File: config.mk
export PLATFORM = sky130hd
export DESIGN_NAME = lsu_mem_ctrl
export DESIGN_NICKNAME = d
export VERILOG_FILES = /design/src/rtl/lsu_mem_ctrl.sv
export SDC_FILE = /design/constraint.sdc
export NUM_CORES = 1
export LEC_CHECK = 0
export ABC_CLOCK_PERIOD_IN_PS = 1900
export CORE_ASPECT_RATIO = 2
export CORE_MARGIN = 5
export CORE_UTILIZATION = 40
export CTS_CLUSTER_DIAMETER = 150
export DETAILED_ROUTE_END_ITERATION = 10
export HOLD_SLACK_MARGIN = 0.08
export PLACE_DENSITY = 0.77
export SYNTH_ARGS = -nofsm -noshare
export SYNTH_HDL_FRONTEND = slang
export SYNTH_SLANG_ARGS = --single-unit
File: constraint.sdc
create_clock -name i_clk -period 1.9 [get_ports i_clk]
set_input_delay 0.19 -clock i_clk [delete_from_list [all_inputs] [get_ports i_clk]]
set_output_delay 0.19 -clock i_clk [all_outputs]
set_load 0.01 [all_outputs]
File: src/rtl/lsu_mem_ctrl.sv
// Load/store unit memory controller: one core load/store -> one req/gnt/rvalid bus transaction.
// Optional LSU_MISALIGN_TRAP_EN: misaligned accesses skip the bus and report o_misalign in DONE.
module lsu_mem_ctrl #(
  parameter int unsigned TIMEOUT_CYCLES = 64
) (
  input  logic        i_clk,
  input  logic        i_rst_n,
  input  logic        i_mem_read,
  input  logic        i_mem_write,
  input  logic [2:0]  i_funct3,
  input  logic [31:0] i_addr,
  input  logic [31:0] i_wdata,
  output logic [31:0] o_rdata,
  output logic        o_stall,
  output logic        o_bus_err,
  output logic        o_misalign,
  output logic        o_req,
  output logic        o_we,
  output logic [31:0] o_maddr,
  output logic [3:0]  o_wstrb,
  output logic [31:0] o_wdata,
  input  logic        i_gnt,
  input  logic        i_rvalid,
  input  logic [31:0] i_rdata
);

  typedef enum logic [1:0] {S_IDLE, S_REQ, S_WAIT, S_DONE} state_e;

  state_e      state_q, state_d;
  logic [7:0]  cnt_q, cnt_d;
  logic [2:0]  f3_q, f3_d;
  logic [1:0]  boff_q, boff_d;
  logic        req_q, req_d, we_q, we_d, berr_q, berr_d;
  logic [31:0] maddr_q, maddr_d, wdata_q, wdata_d, rdata_q, rdata_d;
  logic [3:0]  wstrb_q, wstrb_d;
  logic [3:0]  st_strb;
  logic [31:0] st_data, fmt_rdata;
  logic [7:0]  ld_b;
  logic [15:0] ld_h;
  logic        tmo_hit, is_wr;

  assign is_wr   = i_mem_write;
  assign tmo_hit = (cnt_q == 8'(TIMEOUT_CYCLES - 1));

  // funct3[1:0]: 00 byte, 01 half, 1x word (covers the undefined encodings)
  always_comb begin
    st_strb = 4'b1111;
    st_data = i_wdata;
    case (i_funct3[1:0])
      2'b00: begin
        st_strb = 4'b0001 << i_addr[1:0];
        st_data = {4{i_wdata[7:0]}};
      end
      2'b01: begin
        st_strb = i_addr[1] ? 4'b1100 : 4'b0011;
        st_data = {2{i_wdata[15:0]}};
      end
      default: ;
    endcase
  end

  always_comb begin
    ld_b = i_rdata[7:0];
    case (boff_q)
      2'd1:    ld_b = i_rdata[15:8];
      2'd2:    ld_b = i_rdata[23:16];
      2'd3:    ld_b = i_rdata[31:24];
      default: ;
    endcase
    ld_h = boff_q[1] ? i_rdata[31:16] : i_rdata[15:0];
    case (f3_q[1:0])
      2'b00:   fmt_rdata = f3_q[2] ? {24'b0, ld_b} : {{24{ld_b[7]}}, ld_b};
      2'b01:   fmt_rdata = f3_q[2] ? {16'b0, ld_h} : {{16{ld_h[15]}}, ld_h};
      default: fmt_rdata = i_rdata;
    endcase
  end

`ifdef LSU_MISALIGN_TRAP_EN
  logic mis_q, mis_d, misal;
  assign misal = (i_funct3[1:0] == 2'b01 && i_addr[0]) ||
                 (i_funct3[1]          && i_addr[1:0] != 2'b00);
  assign o_misalign = mis_q;
`else
  assign o_misalign = 1'b0;
`endif

  always_comb begin
    state_d = state_q;
    cnt_d   = cnt_q;
    f3_d    = f3_q;
    boff_d  = boff_q;
    req_d   = req_q;
    we_d    = we_q;
    berr_d  = berr_q;
    maddr_d = maddr_q;
    wdata_d = wdata_q;
    wstrb_d = wstrb_q;
    rdata_d = rdata_q;
    o_stall = 1'b0;
`ifdef LSU_MISALIGN_TRAP_EN
    mis_d   = mis_q;
`endif
    case (state_q)
      S_IDLE: begin
        o_stall = i_mem_read | i_mem_write;
        if (i_mem_read | i_mem_write) begin
          f3_d    = i_funct3;
          boff_d  = i_addr[1:0];
          we_d    = is_wr;
          maddr_d = {i_addr[31:2], 2'b00};
          wdata_d = st_data;
          wstrb_d = is_wr ? st_strb : 4'b0000;
          state_d = S_REQ;
          req_d   = 1'b1;
          cnt_d   = 8'd0;
`ifdef LSU_MISALIGN_TRAP_EN
          if (misal) begin
            state_d = S_DONE;
            req_d   = 1'b0;
            mis_d   = 1'b1;
          end
`endif
        end
      end
      S_REQ: begin
        o_stall = 1'b1;
        cnt_d   = cnt_q + 8'd1;
        if (i_gnt) begin
          req_d = 1'b0;
          if (we_q) state_d = S_DONE;
          else if (i_rvalid) begin
            rdata_d = fmt_rdata;
            state_d = S_DONE;
          end else state_d = S_WAIT;
        end else if (tmo_hit) begin
          req_d   = 1'b0;
          rdata_d = 32'd0;
          berr_d  = 1'b1;
          state_d = S_DONE;
        end
      end
      S_WAIT: begin
        o_stall = 1'b1;
        cnt_d   = cnt_q + 8'd1;
        if (i_rvalid) begin
          rdata_d = fmt_rdata;
          state_d = S_DONE;
        end else if (tmo_hit) begin
          rdata_d = 32'd0;
          berr_d  = 1'b1;
          state_d = S_DONE;
        end
      end
      default: begin
        berr_d  = 1'b0;
`ifdef LSU_MISALIGN_TRAP_EN
        mis_d   = 1'b0;
`endif
        state_d = S_IDLE;
      end
    endcase
  end

  always_ff @(posedge i_clk or negedge i_rst_n) begin
    if (!i_rst_n) begin
      state_q <= S_IDLE;
      cnt_q   <= '0;
      f3_q    <= '0;
      boff_q  <= '0;
      req_q   <= 1'b0;
      we_q    <= 1'b0;
      berr_q  <= 1'b0;
      maddr_q <= '0;
      wdata_q <= '0;
      wstrb_q <= '0;
      rdata_q <= '0;
    end else begin
      state_q <= state_d;
      cnt_q   <= cnt_d;
      f3_q    <= f3_d;
      boff_q  <= boff_d;
      req_q   <= req_d;
      we_q    <= we_d;
      berr_q  <= berr_d;
      maddr_q <= maddr_d;
      wdata_q <= wdata_d;
      wstrb_q <= wstrb_d;
      rdata_q <= rdata_d;
    end
  end

`ifdef LSU_MISALIGN_TRAP_EN
  always_ff @(posedge i_clk or negedge i_rst_n) begin
    if (!i_rst_n) mis_q <= 1'b0;
    else          mis_q <= mis_d;
  end
`endif

  assign o_req     = req_q;
  assign o_we      = we_q;
  assign o_maddr   = maddr_q;
  assign o_wstrb   = wstrb_q;
  assign o_wdata   = wdata_q;
  assign o_rdata   = rdata_q;
  assign o_bus_err = berr_q;

endmodule
Word-level counts from Yosys, hierarchy flattened
Index checks and enable logic that the tools add are counted.
Widths: inputs -> output; s select.
{"block": "op_classes", "add_sub_neg": 1, "eq_ne": 14, "muxes": 33, "n_reduce_logical": 12, "shifts": 1, "bitwise_logic": 2}
{"operator": "$mux 32", "count": 7}
{"operator": "$pmux 32 s2", "count": 3}
{"operator": "$pmux 8 s3", "count": 1}
{"operator": "$mux 16", "count": 1}
{"operator": "$pmux 8 s2", "count": 1}
{"operator": "$ne 3x3->1 const B", "count": 3}
{"operator": "$reduce_and 3->1", "count": 3}
{"operator": "$add 8x1->8 const B", "count": 1}
{"operator": "$eq 2x1->1 const B", "count": 4}
{"operator": "$eq 8x6->1 const B", "count": 1}
{"operator": "$mux 1", "count": 8}
{"operator": "$mux 2", "count": 4}
{"operator": "$mux 4", "count": 2}
{"operator": "$mux 8", "count": 1}
{"operator": "$pmux 4 s2", "count": 1}
{"operator": "$eq 2x2->1 const B", "count": 3}
{"operator": "$logic_not 2->1", "count": 3}
{"operator": "$ne 2x2->1 const B", "count": 3}
{"operator": "$pmux 2 s3", "count": 1}
{"operator": "$reduce_bool 2->1", "count": 3}
{"operator": "$pmux 1 s2", "count": 2}
{"operator": "$reduce_and 2->1", "count": 2}
{"operator": "$shl 1x2->4 const A", "count": 1}
{"operator": "$pmux 1 s3", "count": 1}
{"operator": "3 further kinds", "count": 3}
{"block": "totals", "elab_cells": 74, "ff_bits": 116, "inputBits": 105}

Depth between registers and ports, before layout
Gate-level depths: netlist of the first run.
{"block": "depth", "depth_word": 8, "mapped_depth": 10, "mapped_depth_nobuf": 7}

Worst setup path before layout of the first run
No wires, ideal clock.
{"block": "synth_path", "path_type": "reg2reg", "from": "register state_q[0]", "to": "register rdata_q[22], in the netlist o_rdata[22]", "arrival_time_ps": 1866, "slack_ps": -100, "stages_incl_launch_ff": 11, "required_time_ps": 1766, "setup_ps": 134, "cell_sequence": "dfrtp_1 -> inv_1 -> ha_1 -> mux2_4 -> o221a_2 -> buf_6 -> and2_4 -> buf_6 -> buf_12 -> a22oi_2 -> nand2_1"}
{"block": "synth_between", "elab_chain_cells": 3, "word_cells_on_any_way": 7, "cone_classes": "eq/ne: 4; mux: 1; reduce/logical: 2"}
{"element": "start, declared", "line": "29", "text": "state_e state_q, state_d;"}
{"element": "start signal, assigned", "line": "178", "text": "state_q <= state_d;"}
{"element": "$eq 2x1->1 / $eq 2x2->1 (equally long branches)", "line": "103", "text": "case (state_q)"}
{"element": "$ne 3x3->1 (no line) / $reduce_bool 2->1 (equally long branches)"}
{"element": "$reduce_and 3->1 (no line)"}
{"element": "end signal, assigned", "line": "188", "text": "rdata_q <= rdata_d;"}
{"element": "end, declared", "line": "34", "text": "logic [31:0] maddr_q, maddr_d, wdata_q, wdata_d, rdata_q, rdata_d;"}
Several ways; a longest one is shown, not always the timed one.
A chain may end at the register's enable or synchronous reset.

Final worst setup path of the first run
{"block": "layout_path", "from": "register state_q[1]", "to": "register rdata_q[12], in the netlist o_rdata[12]"}
The elaborated chain is that of the path after synthesis.

==> qor.yml, run 1 <==
run_status:
  outcome: "completed"
route:
  routed_via_density: 5.379
  drt_pass1_iterations: 5
  drtAntennaViolNets: 0
  wl_per_cell_microns: 19.32
  routed_wl_microns: 17680
  wl_met1_microns: 5885
  drtIter0Drc: 267
  wl_met3_microns: 1298
  drc_errors: 0
  vias: 4922
  routed-wl-met2_microns: 9487
  highest_layer: "met4"
setup_path:
  crit_type: "reg -> reg"
  crit_end: "o_rdata[12]"
  cp_slowest_stage_delay_ns: 0.43
  crit_path_start_kind: "flip-flop"
  reg2reg_from: "state_q[1]"
  endpoint_kind: "flip-flop"
  r2r_setup_slack_ns: 0.05
  critPathSlowestCell: "dfrtp_2"
  crit_chain: "buf_4 > ha_4 > mux2_4 > o221a_4 > buf_6 > a221o_1"
  cp.arrival_ns: 2.14
  required_ns: 2.18
  r2r_cells: 6
  r2r_end: "o_rdata[12]"
  crit_path_max_fanout: 7
  cp-startpoint: "state_q[1]"
place:
  hpwl_microns: 13430
  pre_cts_ws_ns: -0.07407
  gp_congestion: 0.9458
  io_buffers: 206
cts:
  cts_tree: "built"
  cts.htree.levels: 4
  clk_pin_slew_ns: 0.06
  insertion_delay_ns: 0.41
  cts_buffers: 17
  cts_max_path_buffers: 2
  clock-sinks: 116
  ctsRootBufferMaster: "clkbuf_16"
floorplan:
  die_w_microns: 93.05
  num_rows: 60
  io_pins: 210
  initial_core_util: 0.4083
  die_h_microns: 176.1
  design.core.area_sq_mm: 0.01351
  dieArea_sq_mm: 0.01639
logic_synthesis:
  ys_warn_count: 0
  synth-edff-count: 0
  synth_area_sq_mm: 0.005518
  ys_ff_latch: 116
  yosys-top-cells-area: "dfrtp_1 53%, mux2_2 8.8%, nand2_1 5.8%, o21ai_0 5.5%, mux2i_1 4.9%"
  async_flop_share: 1.000
  seq_area_frac_synth: 0.5261
  netlist.area_leader.share: 0.5261
  synth_cell_type_count: 51
  synth_area_per_cell_sq_um: 10.76
  synth-main-ff-cell: "dfrtp_1"
  synth_cells: 513
  synth_top_area_cell: "dfrtp_1"
global_routing:
  grt_pass1_wl_microns: 27680
  grt_antenna_before_repair: 0
  first_global_vias: 5242
  track_usage: 0.2189
  grt_max_degree: 87
  grt-ovfl-total: 0
sta:
  finalSetupViolCount: 0
  tightest_slew_ns: 0.8219
  hold_slack_ns: 0.3464
  finalCritPeriodShare: 0.9762
  setup_ws_ns: 0.04526
  max_slew_margin: 0.4509
  drv_slew: 0
  grt_setup_unrepaired: "yes"
  fmax_mhz: 539.2
  fin_crit_ns: 1.855
  finalHoldViolCount: 0
  finClkSkew_ns: 0.01015
  tns_ns: 0
layout:
  antennaDiodeCount: 0
  drive_gt1_frac: 0.1908
  post-route-util: 0.6346
  syn2layout_area_growth_pct: 55.42
  nNetsFinal: 858
min_path:
  hold_class: "in -> async"
pwr:
  power_density_mw_per_mm2: 1690
  power_leakage_nw: 3.750
  vdd_drop_max_uv: 855.4
flow_run:
  drv_cap: 0
worst min-delay path by stage:
stage                  end  cells past startpoint
4_1_cts        o_maddr[11]                      2
3_5_place_dp     boff_q[0]                      2
3_3_place_gp     boff_q[0]                      2
5_1_grt        o_maddr[12]                      2
2_1_floorplan    boff_q[0]                      0
6_report         boff_q[0]                      3
cell usage after synthesis (5+ instances only):
cell,n
clkbuf_1,15
buf_2,9
inv_1,15
a22o_1,9
mux2_2,43
a221o_1,7
a222oi_1,7
nor2_1,26
nand3_1,7
a22oi_1,7
a21oi_1,16
ha_1,6
a22oi_2,10
dfrtp_1,116
nor2b_1,5
nand2_1,85
mux2i_1,27
o21ai_0,61
report_power, final:
group / switching, mW / internal (mW)
sequential: 0.685 / 3.62
clock: 1.25 / 1.87
combinational: 3.23 / 3.84
total: 5.16 / 9.33
stage by stage:
step                std cells  total power, mW  instance area [sq um]
floorplan                 515            7.681                   5538
global placement          878            11.06                   7914
detailed placement        878            11.29                   7914
CTS                       911            14.48                   8514
global route              915            15.37                   8576
finish                    915            14.49                   8576
final cells by class:
cell class,instances,area (sq um)
fillers,1122,4937
flip-flops and latches,116,2904
multi-input cells,353,2447
repair buffers,244,2390
clock buffers,18,439.2
well taps,155,193.9
clock inverters,14,145.1
inverters,15,56.30
cells by family after synthesis:
kind of cell	Yosys count	share of synthesized area
fa+ha+maj	6	0.01361
simple gates	136	0.1070
other cells	1	0.0006796
compound gates	136	0.1701
buf+inv	47	0.04308
flops	116	0.5261
mux	71	0.1395
critical path: cells and delay by family (launching register included):
| family | cells | cell delay [ns] |
|---|---|---|
| AOI/OAI and AO/OA | 2 | 0.49 |
| adders and majority gates | 1 | 0.17 |
| DFF | 1 | 0.43 |
| muxes | 1 | 0.33 |
| buffers and inverters | 2 | 0.30 |
metal layers:
layer	GRT usage	vias up
met5	0	-
met4	0.1297	0
met3	0.06141	47
met2	0.4029	227
met1	0.2112	2350
li1	-	2298
state kept, by name, summed over array words and instances (netlist names):
name       cells
o_rdata       32
o_wdata       32
o_maddr       30
cnt_q          8
o_wstrb        4
f3_q           3
boff_q         2
state_q        2
o_bus_err      1
o_req          1
o_we           1
cell usage in the layout (no fill, tap or decap), drive strengths merged, types with 8 or more instances in the layout:
cell / count
clkbuf: 18
dfrtp: 116
a221o: 8
clkdlybuf4s50: 204
buf: 38
nor2: 27
a21oi: 16
o21ai: 63
a22oi: 17
a22o: 9
inv: 20
nand2: 85
nand3: 8
mux2: 44
mux2i: 27
what timing repair did:
action                                  CTS  global route
hold buffers                              1             0
hold endpoints to repair                116             0
setup buffers                             0             3
endpoints found under the setup margin   17            14
pin swaps                                 0             2
gates resized for setup                   6             6
gates cloned                              0             1
Note: power is estimated with default switching activity, not from simulation.
==> run 2, diff against run 1 <==
--- a/config.mk
+++ b/config.mk
@@ -10,6 +10,7 @@
 export CORE_MARGIN = 5
 export CORE_UTILIZATION = 40
 export CTS_CLUSTER_DIAMETER = 150
+export CTS_CLUSTER_SIZE = 30
 export DETAILED_ROUTE_END_ITERATION = 10
 export HOLD_SLACK_MARGIN = 0.08
 export PLACE_DENSITY = 0.77
==> results of run 2 <==
Final layout, timing and power as in run 1 (identical DEF).
==> run 3, diff against run 2 <==
==> config.mk (replaced) <==
export PLATFORM = sky130hd
export DESIGN_NAME = lsu_mem_ctrl
export DESIGN_NICKNAME = d
export VERILOG_FILES = /design/src/rtl/lsu_mem_ctrl.sv
export SDC_FILE = /design/constraint.sdc
export NUM_CORES = 1
export LEC_CHECK = 0
export ABC_CLOCK_PERIOD_IN_PS = 2000
export CORE_ASPECT_RATIO = 2
export CORE_MARGIN = 5
export CORE_UTILIZATION = 44
export CTS_CLUSTER_DIAMETER = 150
export CTS_CLUSTER_SIZE = 30
export DETAILED_ROUTE_END_ITERATION = 10
export HOLD_SLACK_MARGIN = 0.08
export PLACE_DENSITY = 0.8
export SYNTH_ARGS = -nofsm -noshare
export SYNTH_HDL_FRONTEND = slang
export SYNTH_SLANG_ARGS = --single-unit
==> constraint.sdc (replaced) <==
create_clock -name i_clk -period 2 [get_ports i_clk]
set_input_delay 0.2 -clock i_clk [delete_from_list [all_inputs] [get_ports i_clk]]
set_output_delay 0.2 -clock i_clk [all_outputs]
set_load 0.01 [all_outputs]
==> qor.yml, run 3 (synthesis results as in run 1) <==
global_routing:
  track_usage: 0.2373  # +0.01840
  grt_pass1_wl_microns: 27410  # -0.97%
  first_global_vias: 5364  # +2.3%
  grt-ovfl-total: 0  # unchanged
  grt_antenna_before_repair: 0  # unchanged
  grt_max_degree: 87  # unchanged
floorplan:
  initial_core_util: 0.4421  # +0.03373
  num_rows: 58  # -3.3%
  design.core.area_sq_mm: 0.01248  # -7.6%
  dieArea_sq_mm: 0.01502  # -8.4%
  die_h_microns: 168.4  # -4.4%
  io_pins: 210  # unchanged
  die_w_microns: 89.19  # -4.2%
cts:
  cts_max_path_buffers: 2  # unchanged
  ctsRootBufferMaster: "clkbuf_16"
  cts_buffers: 17  # unchanged
  insertion_delay_ns: 0.40  # about the same
  clock-sinks: 116  # unchanged
  cts_tree: "built"
  post_cts_buffers: 0  # unchanged
  clk_pin_slew_ns: 0.06  # about the same
  cts.htree.levels: 4  # unchanged
flow_run:
  drv_cap: 0  # unchanged
setup_path:
  r2r_setup_slack_ns: 0.13  # +0.08 ns
  reg2reg_from: "state_q[1]"
  cp-startpoint: "state_q[1]"
  r2r_end: "o_rdata[8]"
  endpoint_kind: "flip-flop"
  cp.arrival_ns: 2.16  # +0.02 ns
  crit_end: "o_rdata[8]"
  r2r_cells: 8  # +2
  cp_common_cell: "nand2_1"
  crit_path_start_kind: "flip-flop"
  crit_chain: "inv_1 > ha_4 > nand2_1 > o22a_2 > nand2_1 > nor2_1 > buf_4 > a221o_2"
  crit_path_max_fanout: 8  # +1
  critPathSlowestCell: "dfrtp_2"
  cp_slowest_stage_delay_ns: 0.46  # +0.03 ns
  crit_type: "reg -> reg"
  required_ns: 2.28  # +0.10 ns
pwr:
  power_leakage_nw: 3.708  # -1.1%
  vdd_drop_max_uv: 1257  # +47%
  power_density_mw_per_mm2: 1615  # -4.5%
sta:
  fin_crit_ns: 1.874  # +0.01945 ns
  setup_ws_ns: 0.1258  # +0.08055 ns
  finalSetupViolCount: 0  # unchanged
  drv_slew: 0  # unchanged
  grt_setup_unrepaired: "no"
  finalCritPeriodShare: 0.9371  # -0.03908
  finalHoldViolCount: 0  # unchanged
  fmax_mhz: 533.6  # -1.0%
  max_slew_margin: 0.6259  # +0.1751
  finClkSkew_ns: 0.006939  # -0.003210 ns
  tightest_slew_ns: 0.5611  # -0.2608 ns
layout:
  drive_gt1_frac: 0.1773  # -0.01346
  layout_common_cells: "204 x clkdlybuf4s50_1, 114 x dfrtp_1, 85 x nand2_1, 61 x o21ai_0, 43 x mux2_2"
  final_common_cell: "clkdlybuf4s50_1"
  post-route-util: 0.6809  # +0.04630
  nNetsFinal: 848  # -1.2%
  antennaDiodeCount: 0  # unchanged
  multi_input_area_sq_mm: 0.002436  # -0.46%
  regArea_sq_mm: 0.002905  # about the same
  fillCellCount: 959  # -15%
  syn2layout_area_growth_pct: 54.04
route:
  wl_per_cell_microns: 19.22  # -0.52%
  drc_errors: 0  # unchanged
  drt_pass1_iterations: 5  # unchanged
  routed_wl_microns: 17300  # -2.2%
  vias: 4890  # -0.65%
  drtAntennaViolNets: 0  # unchanged
  drtIter0Drc: 270  # +1.1%
  routed_via_density: 5.433  # +1.0%
min_path:
  hold_class: "in -> async"
place:
  pre_cts_ws_ns: -0.01498  # +0.05908 ns
  hpwl_microns: 13150  # -2.1%
  io_buffers: 206  # unchanged
  gp_congestion: 0.8994  # -4.9%
run_status:
  outcome: "completed"
[run 3: stage by stage]
stage	TNS (ns)	hold WS [ns]	area, sq um	std cells	power, mW
floorplan	0	-0.09559	5528	515	7.281
global placement	0	0.2153	7853	867	10.37
detailed placement	-0.05573	0.2165	7853	867	10.60
CTS	-0.01467	0.3388	8464	900	13.77
global route	0	0.3692	8499	900	14.57
finish	0	0.3264	8499	900	13.72
[run 3: power breakdown]
group | total [mW] | internal, mW | switching, mW
combinational | 6.48 | 3.51 | 2.97
sequential | 4.13 | 3.44 | 0.694
clock | 3.11 | 2.00 | 1.11
[run 3: layout make-up]
class                           instances  area share
Sequential cell                       116      0.3418
Multi-Input combinational cell        352      0.2866
Timing Repair Buffer                  235      0.2720
Clock buffer                           21     0.05300
Tap cell                              150     0.02208
Clock inverter                         11     0.01781
Inverter                               15    0.006624
[run 3: what timing repair did]
action                     in CTS  in global routing
pin swaps                       0                  1
hold endpoints to repair       39                  0
setup endpoints to repair      11                 27
hold buffers                    1                  0
resized for setup               2                 11
[run 3: per-layer routing]
layer | up-vias | track usage | routed length, microns
met3 | 52 | 0.07199 | 1356
met4 | 0 | 0.1238 | 801
met1 | 2347 | 0.2334 | 5686
met5 | - | 0 | 0
li1 | 2277 | - | -
met2 | 214 | 0.4269 | 9451
[run 3: critical path, delay by kind of cell, from the launching register on]
family	cells	cell delay (ns)
fa+ha+maj	1	0.20
compound gates	2	0.53
simple gates	3	0.27
flops	1	0.46
buf+inv	2	0.30
[run 3: worst min-delay path by stage]
stage | start | endpoint | slack (ns) | cells past startpoint
floorplan | i_rst_n | boff_q[0] | -0.1 | 0
global placement | i_rst_n | o_rdata[22] | 0.22 | 1
detailed placement | i_rst_n | o_rdata[25] | 0.22 | 1
CTS | i_rst_n | o_rdata[25] | 0.34 | 2
global route | i_rst_n | o_rdata[24] | 0.37 | 2
finish | i_rst_n | o_rdata[25] | 0.33 | 2
==> patch: new RTL, settings of run 1 <==
Put one more register stage on the output `o_bus_err`. The value now appears one clock later. The other outputs are not delayed to match.
--- a/src/rtl/lsu_mem_ctrl.sv
+++ b/src/rtl/lsu_mem_ctrl.sv
@@ -204,3 +204,5 @@
   assign o_rdata   = rdata_q;
-  assign o_bus_err = berr_q;
+  always_ff @(posedge i_clk) begin
+    o_bus_err <= berr_q;
+  end
 
Formal check against the unedited RTL: same outputs for any inputs over 4 cycles, from zero or initial values and one cycle with i_rst_n low; that may be too few to reach the edited logic, so the function may still have changed.
==> patch against run 1 <==
  * Global-route usage decreased by 2.3 points
  * Routed wire length decreased by 9.7%
  * Final area increased by 0.98%
  * Non-clock buffer count decreased by 6
  * First-iteration DRC count decreased by 16%
  * Sequential cell count increased by 1
  * Power increased by 0.83%
  * Worst setup slack improved by 29 ps
  * Area after synthesis increased by 0.36%
  * Largest power group unchanged
==> patch: results <==
export IMPL_run_status="completed"
export IMPL_sh_seq_area=0.338
export IMPL_groute_usage_overall=0.196
export IMPL_fraction_of_the_yosys_area_taken_by_sequential_cells=0.528
export IMPL_cp_arrival_ps=2110
export IMPL_worst_r2r_path_depth=7
export IMPL_layout_drive_gt1_share=0.179
export IMPL_dr_total_vias=4821
export IMPL_grt_pass1_wl_um=25700
export IMPL_synth_seq_cells=117
export IMPL_globalRouteMet3Util=0.0797
export IMPL_layout_filler_cells=1131
export IMPL_synthDistinctLibCells=52
export IMPL_multi_input_logic_portion_of_the_cell_area=0.283
export IMPL_synth_async_sr_flop_share=0.991
export IMPL_num_clock_buffers=22
export IMPL_routabilityCongestion=0.861
export IMPL_r2r_end="o_rdata[8]$_DFFE_PN0P_"
export IMPL_clock_net_power_w=0.00336
export IMPL_critPathMaxStageDelay_ps=450
export IMPL_design_final_nets=853
export IMPL_setup_reg_to_reg_worst_slack_ps=70
export IMPL_grt_pass1_vias=4958
export IMPL_bufAreaShareNonClock=0.278
export IMPL_gr_usage_met1=0.243
export IMPL_worst_ir_drop_vdd_mv=0.881
export IMPL_grt_max_degree=44
export IMPL_routed_wl_um=16000
export IMPL_globalRouteMet2Util=0.316
export IMPL_clk_share=0.0711
[patch: changes by cell type after synthesis]
cell,run 1,this run
sky130_fd_sc_hd__dfxtp_1,0,1
[patch: metrics by stage]
stage          utilization  setup WS (ps)  power [W]  TNS [ps]  instance area (um^2)
2_1_floorplan            -          -10.7    0.00770      -107                  5560
3_3_place_gp         0.582           94.2     0.0110         0                  7990
3_5_place_dp         0.582           8.17     0.0112         0                  7990
4_1_cts              0.627           1.76     0.0146         0                  8620
5_1_grt              0.630           4.87     0.0156         0                  8660
6_report             0.630           74.2     0.0146         0                  8660
[patch: cell families (layout without fill, tap and decap cells)]
family	count (synthesis)	count (layout)	share of synthesized area
compound gates	136	136	0.169
mux	71	71	0.139
fa+ha+maj	6	6	0.0136
other cells	1	3	0.000677
buf+inv	47	284	0.0429
simple gates	136	137	0.107
flops	117	117	0.528
[patch: repair_timing]
item                                   CTS  global route
hold buffers                             1             0
gates cloned                             0             1
setup endpoints to repair                2            30
resized for setup                        4             9
endpoints found under the hold margin   40             0
pin swaps                                0             1
